$ cat config.mk
export PLATFORM = sky130hd
export DESIGN_NAME = fdiv_frac_ctrl
export DESIGN_NICKNAME = d
export VERILOG_FILES = /design/src/rtl/fdiv_frac_ctrl.sv
export SDC_FILE = /design/constraint.sdc
export NUM_CORES = 1
export LEC_CHECK = 0
export BUFFER_PORTS_ARGS = -buffer_cell sky130_fd_sc_hd__buf_2
export CAP_MARGIN = 10
export CORE_MARGIN = 2
export CORE_UTILIZATION = 45
export DETAILED_ROUTE_END_ITERATION = 8
export GPL_TIMING_DRIVEN = 0
export PLACE_DENSITY = 0.7
export SLEW_MARGIN = 10
export SYNTH_ARGS = -nofsm -noshare
export SYNTH_HDL_FRONTEND = slang
export SYNTH_SLANG_ARGS = --single-unit
export TNS_END_PERCENT = 20
$ cat constraint.sdc
create_clock -name clk -period 4.5 [get_ports clk]
set_clock_uncertainty 0.05 [all_clocks]
set_input_delay 0.675 -clock clk [delete_from_list [all_inputs] [get_ports clk]]
set_output_delay 0.675 -clock clk [all_outputs]
set_load 0.02 [all_outputs]
$ cat src/rtl/fdiv_frac_ctrl.sv
// fdiv_frac_ctrl: run-time sequencer for the N.5 fractional clock divider with boundary-safe reconfiguration
module fdiv_frac_ctrl #(
    parameter int   CNT_W    = 8,
    parameter int   DEF_INT  = 9,
    parameter logic DEF_HALF = 1'b1
) (
    input  logic             clk,
    input  logic             clr,
    input  logic             en,
    input  logic             cfg_valid,
    output logic             cfg_ready,
    input  logic [CNT_W-1:0] cfg_int,
    input  logic             cfg_half,
    output logic             cfg_err,
    output logic             clk_div,
    output logic             tick,
    output logic             busy,
    output logic [CNT_W-1:0] cur_int,
    output logic             cur_half
);
    typedef enum logic [1:0] {IDLE, RUN_A, RUN_B} state_t;
    state_t state, state_nx;
    logic [CNT_W-1:0] cnt, cnt_nx, per, pend_int, pend_int_nx, cur_int_nx;
    logic pend_v, pend_v_nx, pend_half, pend_half_nx, cur_half_nx;
    logic last, start, fire, cfg_ok, apply, take;

    // period bookkeeping, next phase and config arbitration; ratio changes only at period starts
    always_comb begin
        per          = cur_int + CNT_W'(state == RUN_B);
        last         = state != IDLE && cnt == per - 1'b1;
        start        = state == IDLE || last;
        fire         = cfg_valid && cfg_ready;
        cfg_ok       = cfg_int >= CNT_W'(2) && !(cfg_half && &cfg_int);
        take         = fire && cfg_ok;
        apply        = pend_v && start;
        state_nx     = state;
        if (state == IDLE)
            state_nx = en ? RUN_A : IDLE;
        else if (last)
            state_nx = !en ? IDLE : (!pend_v && cur_half && state == RUN_A) ? RUN_B : RUN_A;
        cnt_nx       = start ? '0 : cnt + 1'b1;
        cur_int_nx   = apply ? pend_int  : (take && state == IDLE) ? cfg_int  : cur_int;
        cur_half_nx  = apply ? pend_half : (take && state == IDLE) ? cfg_half : cur_half;
        pend_v_nx    = (take && state != IDLE) || (pend_v && !apply);
        pend_int_nx  = take ? cfg_int  : pend_int;
        pend_half_nx = take ? cfg_half : pend_half;
    end

    // state and registered outputs; the first cycle of every period is high because every legal P is at least 2
    always_ff @(posedge clk or negedge clr) begin
        if (!clr) begin
            state     <= IDLE;
            cnt       <= '0;
            clk_div   <= 1'b0;
            tick      <= 1'b0;
            busy      <= 1'b0;
            cfg_ready <= 1'b1;
            cfg_err   <= 1'b0;
            pend_v    <= 1'b0;
            pend_int  <= '0;
            pend_half <= 1'b0;
            cur_int   <= CNT_W'(DEF_INT);
            cur_half  <= DEF_HALF;
        end else begin
            state     <= state_nx;
            cnt       <= cnt_nx;
            clk_div   <= state_nx != IDLE && cnt_nx < (per >> 1);
            tick      <= start && state_nx != IDLE;
            busy      <= state_nx != IDLE;
            cfg_ready <= !pend_v_nx;
            cfg_err   <= fire && !cfg_ok;
            pend_v    <= pend_v_nx;
            pend_int  <= pend_int_nx;
            pend_half <= pend_half_nx;
            cur_int   <= cur_int_nx;
            cur_half  <= cur_half_nx;
        end
    end
endmodule

==> flow_summary.json <==
{
  "area_growth_pct": 17.0,
  "postRouteAntennaNets": 0,
  "wl_um": 5730,
  "tightest_slew_ns": 0.759,
  "cpPeakStageDelay_ns": 0.40,
  "clockBufferDepth": 2,
  "cp_cell_sequence": "inv_1 -> nor2_1 -> ha_4 -> ha_4 -> buf_2 -> or2_2 -> nor4b_4 -> or2_2 -> o21bai_1 -> nand2_1 -> and2_1 -> buf_6 -> nand2b_1 -> buf_4 -> nor2_2 -> ha_1 -> o21a_1 -> o21a_1 -> o2111ai_2 -> nor2_1 -> a211oi_2 -> o211ai_1 -> mux2i_1",
  "drtIter0Drc": 145,
  "crit_arrival_ns": 4.41,
  "slew_viol_final": 0,
  "cts.clk_slew.worst_paths_ns": 0.07,
  "worstPathRequired_ns": 4.66,
  "drv_cap": 0,
  "grt.total_usage_pct": 20.0,
  "root_buffer": "clkbuf_8",
  "ys_async_sr_fraction_pct": 100,
  "met3_usage_pct": 3.41,
  "peakVddDrop_v": 0.000389,
  "gp_congestion": 0.919,
  "dieArea_um2": 5940,
  "yosysSeqAreaShare_pct": 35.6,
  "vias": 2121,
  "startpoint": "state[1]",
  "grt_busiest_layer": "met2",
  "avgSynthCellArea_um2": 9.03,
  "grt_pass1_wl_um": 9670,
  "cts_tree": "done",
  "max_freq_mhz": 235,
  "holdCritPathClass": "in2async",
  "finalNetCount": 323,
  "power.total_uw": 1870,
  "start_util_pct": 46.7,
  "hold_violations": 0,
  "grt_use_met1_pct": 26.4,
  "grt_max_degree": 35,
  "p_leak_uw": 0.00118,
  "final_cell_mix": "buf_2 (33), dfrtp_1 (30), nand2_1 (24)",
  "whs_ns": 0.399,
  "diodes": 0,
  "clk_latency_ns": 0.29,
  "hpwl_um": 4210,
  "critPathCaptureType": "flop",
  "ys.flop_type": "dfrtp_1",
  "grt_pass1_vias": 2077,
  "final-setup-viol-count": 0,
  "outcome": "finished clean",
  "synth_cell_type_count": 54,
  "postSynthCellCount": 266,
  "use_met2_pct": 33.8,
  "rows": 26,
  "synth-edff-count": 0,
  "htreeDepth": 2,
  "wire_per_inst_um": 15.4,
  "synth_area_um2": 2400,
  "relSlewSlack_pct": 49.4,
  "avgViaCountPerCell": 5.72,
  "core_um2": 5140,
  "post-route-min-period_ns": 4.25,
  "timing.rr.start": "state[1]",
  "ys_ff_latch": 34,
  "rsz0062_at_grt": "false",
  "ys_warn_count": 0,
  "cp-start-kind": "flop",
  "post-route-period-util_pct": 94.4,
  "fillers": 501,
  "io_pins": 27,
  "drive_gt1_share_pct": 25.9,
  "crit_slowest_cell": "dfrtp_1",
  "cts_buffers": 5,
  "grt-ovfl-total": 0,
  "io_buffers": 26,
  "synth_nets": 289,
  "drc": 0,
  "power.density_nw_per_um2": 667,
  "antenna_found_initial": 0,
  "die_x_um": 77.0,
  "cts_sinks": 34,
  "cts_hold_buffers": 0,
  "crit_type": "reg2reg",
  "fp.dieH_um": 77.0,
  "crit_fanout": 9,
  "final_common_cell": "buf_2",
  "first_pass_iters": 4
}
[logic make-up after synthesis]
family | count (synthesis) | share of synthesized area [%]
AND/OR/NAND/NOR | 102 | 21.9
flip-flops | 34 | 35.6
adder cells (fa/ha/maj) | 10 | 5.21
AO/OA/AOI/OAI | 56 | 17.7
multiplexers | 12 | 5.47
XOR/XNOR | 23 | 8.39
buffers and inverters | 29 | 5.68
[area by class of cell]
| cell class | count | area, um2 | area share (%) |
|---|---|---|---|
| inverters | 13 | 48.8 | 1.74 |
| flip-flops and latches | 34 | 856 | 30.5 |
| multi-input cells | 203 | 1500 | 53.3 |
| repair buffers | 27 | 138 | 4.90 |
| clock inverters | 2 | 12.5 | 0.445 |
| clock buffers | 6 | 82.6 | 2.94 |
| plain buffers | 16 | 87.6 | 3.12 |
| well taps | 70 | 87.6 | 3.12 |
[timing repair]
item                                    CTS  global route
endpoints found under the setup margin    1             1
pin swaps                                 1             2
buffers inserted                          0             1
resized for setup                         5            10
cloned                                    0             0
[metrics by stage]
| step | utilization, % | setup TNS, ns | instance area (um2) | setup WS, ns | std cells |
|---|---|---|---|---|---|
| after floorplan | - | 0 | 2400 | 0.368 | 266 |
| after global placement | 50.9 | -0.0438 | 2620 | -0.0438 | 362 |
| after detailed placement | 50.9 | -0.137 | 2620 | -0.137 | 362 |
| after CTS | 53.2 | 0 | 2730 | 0.0835 | 370 |
| after global routing | 54.6 | 0 | 2810 | 0.0192 | 371 |
| final | 54.6 | 0 | 2810 | 0.253 | 371 |
[per-layer routing]
| layer | vias up | part of all wire (%) |
|---|---|---|
| li1 | 1030 | - |
| met1 | 1022 | 46 |
| met2 | 60 | 49 |
| met3 | 9 | 3.6 |
| met4 | 0 | 1.7 |
| met5 | - | 0 |
[report_power, final]
part / total (uW) / internal (uW) / switching [uW]
Combinational: 1090 / 476 / 614
Sequential: 548 / 438 / 110
Clock: 235 / 123 / 112
[synthesized netlist by cell type, types with 2 or more instances]
master / count / share of area [%]
dfrtp_1: 30 / 31
nand2_1: 24 / 3.8
nor2_1: 21 / 3.3
xnor2_1: 18 / 6.6
o21ai_0: 17 / 3.5
nand3_1: 16 / 3.3
inv_1: 13 / 2.0
ha_1: 10 / 5.2
mux2_2: 9 / 4.2
nor3_1: 9 / 1.9
buf_2: 7 / 1.5
nand4_1: 7 / 1.8
clkbuf_1: 6 / 0.94
a211oi_1: 5 / 1.6
and3_1: 5 / 1.3
o211ai_1: 5 / 1.6
xor2_1: 5 / 1.8
dfstp_2: 4 / 4.4
a2111oi_0: 3 / 1.1
a21oi_1: 3 / 0.63
and2_1: 3 / 0.78
mux2i_1: 3 / 1.3
or2_2: 3 / 0.78
a211oi_2: 2 / 1.0
a21o_1: 2 / 0.63
a311oi_1: 2 / 0.73
a31oi_1: 2 / 0.52
a32oi_1: 2 / 0.73
and4_1: 2 / 0.73
buf_6: 2 / 0.94
nor2_2: 2 / 0.52
o21a_1: 2 / 0.63
[critical path: cells and delay by family, from the launching register on]
family	cells	cell delay [ns]
AND/OR/NAND/NOR	9	1.51
AO/OA/AOI/OAI	6	0.89
adder cells (fa/ha/maj)	3	0.60
buffers and inverters	4	0.59
flip-flops	1	0.40
multiplexers	1	0.14
[worst paths after layout]
path,endpoint,slack (ns),cells past startpoint
max,clk_div,0.25,23
min,cfg_err,0.40,1
max reg2reg,clk_div,0.25,23
min reg2reg,cfg_err,0.44,2
max in group asynchronous,pend_int[7],3.51,1
min in group clk,cfg_err,0.44,2
[state kept, by name, indices dropped and copies added (netlist names)]
name / cells
cfg_ready: 1
cur_int: 8
tick: 1
clk_div: 1
cur_half: 1
pend_half: 1
cnt: 8
cfg_err: 1
busy: 1
pend_v: 1
pend_int: 8
state: 2
Power figures use the tool's default switching activity.
